[src/rtl/serial_boot_loader_pkg.sv]
// Shared constants and state encodings for the serial boot loader and its UART receiver.
package serial_boot_loader_pkg;

    localparam logic [7:0] CMD_LOAD = 8'h4C;  // 'L'
    localparam logic [7:0] CMD_GO   = 8'h47;  // 'G'

    typedef enum logic [2:0] {
        ST_IDLE,
        ST_ADDR_H,
        ST_ADDR_L,
        ST_LEN_H,
        ST_LEN_L,
        ST_DATA,
        ST_CSUM
    } boot_state_e;

    typedef enum logic [1:0] {
        RX_IDLE,
        RX_START,
        RX_DATA,
        RX_STOP
    } rx_state_e;

endpackage

[src/rtl/serial_boot_loader_uart_rx.sv]
// 8N1 UART receiver: mid-bit sampling, glitch rejection on the start bit, framing-error pulse.
module uart_rx_core
    import serial_boot_loader_pkg::*;
#(
    parameter int clk_freq = 35000000,
    parameter int baud     = 115200
) (
    input  logic       clk,
    input  logic       reset_n,
    input  logic       rx_sync,
    output logic [7:0] data,
    output logic       valid,
    output logic       frame_err
);

    localparam int DIV  = clk_freq / baud;
    localparam int HALF = DIV / 2;
    localparam int CW   = $clog2(DIV + 1);
    localparam logic [CW-1:0] DIV_LAST  = CW'(DIV - 1);
    localparam logic [CW-1:0] HALF_LAST = CW'(HALF - 1);

    rx_state_e   state_q, state_d;
    logic [CW-1:0] cnt_q;
    logic [2:0]  bit_q;
    logic [7:0]  shift_q;
    logic        rx_prev_q;
    logic        valid_q;
    logic        frame_err_q;
    logic        tick;

    always_ff @(posedge clk or negedge reset_n) begin
        if (!reset_n) begin
            state_q <= RX_IDLE;
        end else begin
            // NOTE: every clocked register uses <= so all flops see pre-edge values, independent of statement order.
            state_q <= state_d;
        end
    end

    always_comb begin
        // NOTE: assign defaults before the case so no path leaves a variable unassigned, which would infer a latch.
        tick    = 1'b0;
        state_d = state_q;
        unique case (state_q)
            RX_IDLE: begin
                if (rx_prev_q && !rx_sync) state_d = RX_START;
            end
            RX_START: begin
                tick = (cnt_q == HALF_LAST);
                if (tick) state_d = rx_sync ? RX_IDLE : RX_DATA;
            end
            RX_DATA: begin
                tick = (cnt_q == DIV_LAST);
                if (tick && bit_q == 3'd7) state_d = RX_STOP;
            end
            RX_STOP: begin
                tick = (cnt_q == DIV_LAST);
                if (tick) state_d = RX_IDLE;
            end
            default: state_d = RX_IDLE;
        endcase
    end

    always_ff @(posedge clk or negedge reset_n) begin
        if (!reset_n) begin
            cnt_q       <= '0;
            bit_q       <= '0;
            shift_q     <= '0;
            rx_prev_q   <= 1'b1;
            valid_q     <= 1'b0;
            frame_err_q <= 1'b0;
        end else begin
            rx_prev_q   <= rx_sync;
            cnt_q       <= (state_q == RX_IDLE || tick) ? '0 : cnt_q + CW'(1);
            valid_q     <= (state_q == RX_STOP) && tick && rx_sync;
            frame_err_q <= (state_q == RX_STOP) && tick && !rx_sync;
            if (state_q == RX_START) bit_q <= '0;
            if (state_q == RX_DATA && tick) begin
                shift_q <= {rx_sync, shift_q[7:1]};
                bit_q   <= bit_q + 3'd1;
            end
        end
    end

    always_comb begin
        data      = shift_q;
        valid     = valid_q;
        frame_err = frame_err_q;
    end

endmodule

[src/rtl/serial_boot_loader.sv]
// Framed UART image loader: holds the CPU in reset, writes the payload to RAM, releases on 'G'.
module serial_boot_loader
    import serial_boot_loader_pkg::*;
#(
    parameter int clk_freq       = 35000000,
    parameter int baud           = 115200,
    parameter int timeout_cycles = 3500000,
    parameter bit auto_run       = 1'b1
) (
    input  logic        clk,
    input  logic        reset_n,
    input  logic        rx,
    output logic        cpu_reset_n,
    output logic        mem_we,
    output logic [15:0] mem_addr,
    output logic [7:0]  mem_wdata,
    output logic        busy,
    output logic        error
);

    localparam int TW = $clog2(timeout_cycles + 1);
    localparam logic [TW-1:0] TMO_LAST = TW'(timeout_cycles - 1);

    logic        rx_meta_q, rx_sync_q;
    logic [7:0]  rx_data;
    logic        rx_valid, rx_frame_err;

    boot_state_e state_q, state_d;
    logic [15:0] addr_q, len_q;
    logic [7:0]  sum_q;
    logic [TW-1:0] tmo_q;
    logic        cpu_reset_n_q, error_q;
    logic        mem_we_q;
    logic [15:0] mem_addr_q;
    logic [7:0]  mem_wdata_q;
    logic        timeout, abort;

    always_ff @(posedge clk or negedge reset_n) begin
        if (!reset_n) begin
            rx_meta_q <= 1'b1;
            rx_sync_q <= 1'b1;
        end else begin
            rx_meta_q <= rx;
            rx_sync_q <= rx_meta_q;
        end
    end

    uart_rx_core #(
        .clk_freq (clk_freq),
        .baud     (baud)
    ) u_rx (
        .clk       (clk),
        .reset_n   (reset_n),
        .rx_sync   (rx_sync_q),
        .data      (rx_data),
        .valid     (rx_valid),
        .frame_err (rx_frame_err)
    );

    // A byte arriving on the last idle cycle reloads the counter instead of aborting.
    assign timeout = (state_q != ST_IDLE) && !rx_valid && (tmo_q == TMO_LAST);
    assign abort   = (state_q != ST_IDLE) && (timeout || rx_frame_err);

    always_ff @(posedge clk or negedge reset_n) begin
        if (!reset_n) state_q <= ST_IDLE;
        else          state_q <= state_d;
    end

    always_comb begin
        state_d = state_q;
        if (abort) begin
            state_d = ST_IDLE;
        end else if (rx_valid) begin
            unique case (state_q)
                ST_IDLE:   if (rx_data == CMD_LOAD) state_d = ST_ADDR_H;
                ST_ADDR_H: state_d = ST_ADDR_L;
                ST_ADDR_L: state_d = ST_LEN_H;
                ST_LEN_H:  state_d = ST_LEN_L;
                ST_LEN_L:  state_d = ({len_q[15:8], rx_data} == 16'h0000) ? ST_CSUM : ST_DATA;
                ST_DATA:   if (len_q == 16'h0001) state_d = ST_CSUM;
                ST_CSUM:   state_d = ST_IDLE;
                default:   state_d = ST_IDLE;
            endcase
        end
    end

    always_ff @(posedge clk or negedge reset_n) begin
        if (!reset_n) begin
            addr_q        <= '0;
            len_q         <= '0;
            sum_q         <= '0;
            tmo_q         <= '0;
            cpu_reset_n_q <= auto_run;
            error_q       <= 1'b0;
            mem_we_q      <= 1'b0;
            mem_addr_q    <= '0;
            mem_wdata_q   <= '0;
        end else begin
            mem_we_q <= 1'b0;
            tmo_q    <= (state_q == ST_IDLE || rx_valid) ? '0 : tmo_q + TW'(1);
            if (abort) begin
                error_q <= 1'b1;
            end else if (rx_valid) begin
                unique case (state_q)
                    ST_IDLE: begin
                        if (rx_data == CMD_LOAD) begin
                            cpu_reset_n_q <= 1'b0;
                            error_q       <= 1'b0;
                            sum_q         <= '0;
                        end else if (rx_data == CMD_GO) begin
                            cpu_reset_n_q <= 1'b1;
                        end
                    end
                    ST_ADDR_H: addr_q[15:8] <= rx_data;
                    ST_ADDR_L: addr_q[7:0]  <= rx_data;
                    ST_LEN_H:  len_q[15:8]  <= rx_data;
                    ST_LEN_L:  len_q[7:0]   <= rx_data;
                    ST_DATA: begin
                        mem_we_q    <= 1'b1;
                        mem_addr_q  <= addr_q;
                        mem_wdata_q <= rx_data;
                        addr_q      <= addr_q + 16'd1;
                        len_q       <= len_q - 16'd1;
                        sum_q       <= sum_q + rx_data;
                    end
                    ST_CSUM: if (rx_data != sum_q) error_q <= 1'b1;
                    default: ;
                endcase
            end
        end
    end

    always_comb begin
        busy        = (state_q != ST_IDLE);
        cpu_reset_n = cpu_reset_n_q;
        error       = error_q;
        mem_we      = mem_we_q;
        mem_addr    = mem_addr_q;
        mem_wdata   = mem_wdata_q;
    end

endmodule

[config.mk]
export PLATFORM = sky130hd
export DESIGN_NAME = serial_boot_loader
export DESIGN_NICKNAME = d
export VERILOG_FILES = /design/src/rtl/serial_boot_loader_pkg.sv /design/src/rtl/serial_boot_loader_uart_rx.sv /design/src/rtl/serial_boot_loader.sv
export SDC_FILE = /design/constraint.sdc
export NUM_CORES = 1
export LEC_CHECK = 0
export ABC_AREA = 1
export CAP_MARGIN = 30
export CORE_ASPECT_RATIO = 0.9
export CORE_MARGIN = 2
export CORE_UTILIZATION = 65
export CTS_CLUSTER_DIAMETER = 60
export DETAILED_ROUTE_END_ITERATION = 6
export PLACE_DENSITY = 0.85
export SETUP_SLACK_MARGIN = 0.1
export SLEW_MARGIN = 20
export SYNTH_ARGS = -nofsm -noshare
export SYNTH_HDL_FRONTEND = slang
export SYNTH_SLANG_ARGS = --single-unit
[constraint.sdc]
create_clock -name clk -period 4.65 [get_ports clk]
set_input_delay 0.465 -clock clk [delete_from_list [all_inputs] [get_ports clk]]
set_output_delay 0.465 -clock clk [all_outputs]
set_load 0.02 [all_outputs]
==> summary.txt <==
ys async rst share = 100%
number of synthesized flops with an enable pin = 0
drt wl/cell = 15.7 um
area leader, netlist = dfrtp_1
r2r setup slk = 1.94 ns
GRT Residual Overflow = 0
Setup violations, final = 0
vias in the first global route = 5983
failing checks = hold timing
XOR/XNOR Fraction of Synth Area = 1.75%
Most used DFF post-synth = dfrtp_1
Post-CTS Setup Bufs = 0
status = finished with violations
Final ANT Viol Nets = 0
Slew HR = 53.1%
Max Cap Viol = 0
core area = 9700 um^2
Post-Syn Area = 6520 um^2
largest family of logic cells by synthesized area = simple AND/OR/NAND/NOR gates
first-pass GRT wire length = 28300 um
Final Max Slew Viols = 0
fin crit period = 2.71 ns
clock latency on the worst-skew pair = 0.54 ns
Root Driver = clkbuf_8
Ports = 31
synth warn = 0
critical path fanouts, max = 45
Rows = 34
top-area cell type share of the netlist area = 44.1%
Area Growth Syn to Fin = 15.5%
register area share after synthesis = 45.7%
maximum clock rate = 369 MHz
Crit. End Element = register
PD cells = 331 nW/um^2
required time worst endpoint = 5.11 ns
CP startpoint kind = register
Port Buffers = 30
post-cts sizing count = 0
register bit count reported by yosys = 119
clock sink count = 119
global router's overall resource usage = 33.7%
Critical Path AT = 3.17 ns
Synth Net Count = 915
die height = 99.0 um
Via Count = 6193
peak supply drop = 285 uV
DRC viols = 0
compound-cell area share of the yosys netlist = 10.1%
Post-Synth Adder-Cell Area = 3.19%
fillcell total = 676
initial antenna violation count = 0
Hold Worst Slack = -0.0297 ns
DR pass1 iterations = 5
largest net degree at the start of global routing = 59
Cells after Synth = 896
most frequent cells after synthesis = nand2_1 (268), nor2_1 (128), dfrtp_1 (115), inv_1 (98), nand3_1 (61)
H-tree level count = 4
area of the multi-input gates = 3060 um^2
Hold-fix buffers, CTS = 0
count leader, synth = nand2_1
share of layout cells above drive strength 1 = 6.03%
Register Area = 2980 um^2
HP Class = input pin to asynchronous set/reset pin
synth top area cells = dfrtp_1 (44%), nand2_1 (15%), nor2_1 (7.4%)
vias per cell = 5.78
Initial Utilization = 67.2%
Setup Skew = 0.0131 ns
Worst Tran Pin Value = 0.703 ns
Leakage = 3.62 nW
CTS buffer count = 17
Clock Tree Buf Depth = 2
cell area after layout = 7530 um^2
Setup Crit Path Kind = register to register
Setup TNS = 0 ns
mux contribution to synthesized area = 0%
CTS tree = done
routed wire length = 16800 um
number of distinct library cells after synthesis = 36
HPWL Detailed = 11200 um
Synth Area in Simple Gates = 31.9%
initial drt markers = 558
die area = 10800 um^2
Area after DPL = 6910 um^2
final period utilization = 58.3%
Die W = 110 um
Worst-path clk slew = 0.06 ns
Final Hold Viols = 30
# diodes = 0
GPL Wtd Cong = 0.961
RSZ-0062 raised after global routing = no
Final #Nets = 951
Mapped Avg Cell Area = 7.28 um^2
[layer usage]
metal	share of wire, %	global-route usage [%]	vias up
li1	-	-	2954
met1	44	46.0	2925
met4	2.9	15.2	0
met2	46	52.2	256
met3	6.7	6.61	58
met5	0	0	-
[registers in the layout (all words and copies together), names as in the netlist, named ones only]
register / flops
tmo_q: 22
rx_meta_q: 1
mem_wdata: 8
u_rx.rx_prev_q: 1
sum_q: 8
error: 1
len_q: 16
u_rx.data: 8
u_rx.state_q: 1
mem_we: 1
state_q: 3
rx_sync_q: 1
u_rx.valid: 1
addr_q: 16
u_rx.cnt_q: 9
u_rx.bit_q: 3
u_rx.frame_err: 1
mem_addr: 16
cpu_reset_n: 1
[area by class of cell]
| type | instances | share of cell area, % |
|---|---|---|
| flip-flops and latches | 119 | 39.6 |
| repair buffers | 33 | 4.58 |
| clock buffers | 19 | 5.73 |
| multi-input cells | 657 | 40.6 |
| inverters | 104 | 5.18 |
| clock inverters | 13 | 2.26 |
| well taps | 126 | 2.09 |
[cell usage in the layout (no fill, tap or decap), drive strengths merged]
master and n:
a21boi 1, a21o 1, a21oi 29, a22oi 1, a31oi 11, and2 1, buf 4, bufinv 3
clkbuf 19, clkdlybuf4s50 29, clkinv 5, clkinvlp 3, dfrtp 115, dfstp 4, fa 1, ha 15
inv 106, nand2 274, nand3 61, nand3b 2, nand4 14, nor2 131, nor3 16, nor3b 3
nor4 1, o21ai 81, or2 1, xnor2 7, xor2 6
[critical path, cell delays in order (launching register included)]
cell and delay, ns:
dfrtp_1 0.43, inv_1 0.12, nor2_2 0.15, nand2_2 0.31, inv_2 0.54, nand2_2 0.31
buf_12 0.26, clkinv_1 0.16, o21ai_0 0.14, o21ai_0 0.17
[through the flow]
stage	hold slack [ns]	utilization [%]	power [mW]	setup WS (ns)	cells
finish	-0.0297	77.7	2.49	1.94	1071
global route	0.0244	77.7	2.56	1.70	1071
CTS	0.00408	77.5	2.49	1.46	1070
detailed placement	0.347	71.3	1.16	1.49	1038
global placement	0.348	71.1	1.15	1.75	1037
floorplan	0.169	-	1.12	3.05	896
[cells by family (layout without fill, tap and decap cells)]
logic type      after synthesis  in the layout
compound gates              124            124
flops                       119            119
xor+xnor                     13             13
fa+ha+maj                    16             16
buf+inv                     120            169
simple gates                504            504
[worst paths after layout]
kind                                         from                      end  cells past startpoint
setup reg to reg           state_q[0]$_DFFE_PN0P_     sum_q[5]$_DFFE_PN0P_                      9
hold / removal                            reset_n       tmo_q[5]$_DFF_PN0_                      1
max in group asynchronous                 reset_n  cpu_reset_n$_DFFE_PN1P_                      2
hold reg to reg               rx_meta_q$_DFF_PN1_      rx_sync_q$_DFF_PN1_                      0
min in group clk                               rx      rx_meta_q$_DFF_PN1_                      1
setup / recovery           state_q[0]$_DFFE_PN0P_     sum_q[5]$_DFFE_PN0P_                      9
[where the power goes]
group          leakage, nW  switching (mW)  internal, mW  total [mW]
clock                0.285           0.514         0.837        1.35
sequential            1.65          0.0145          1.05        1.06
combinational         1.69          0.0567        0.0187      0.0754
Note: power is estimated with default switching activity, not from simulation.
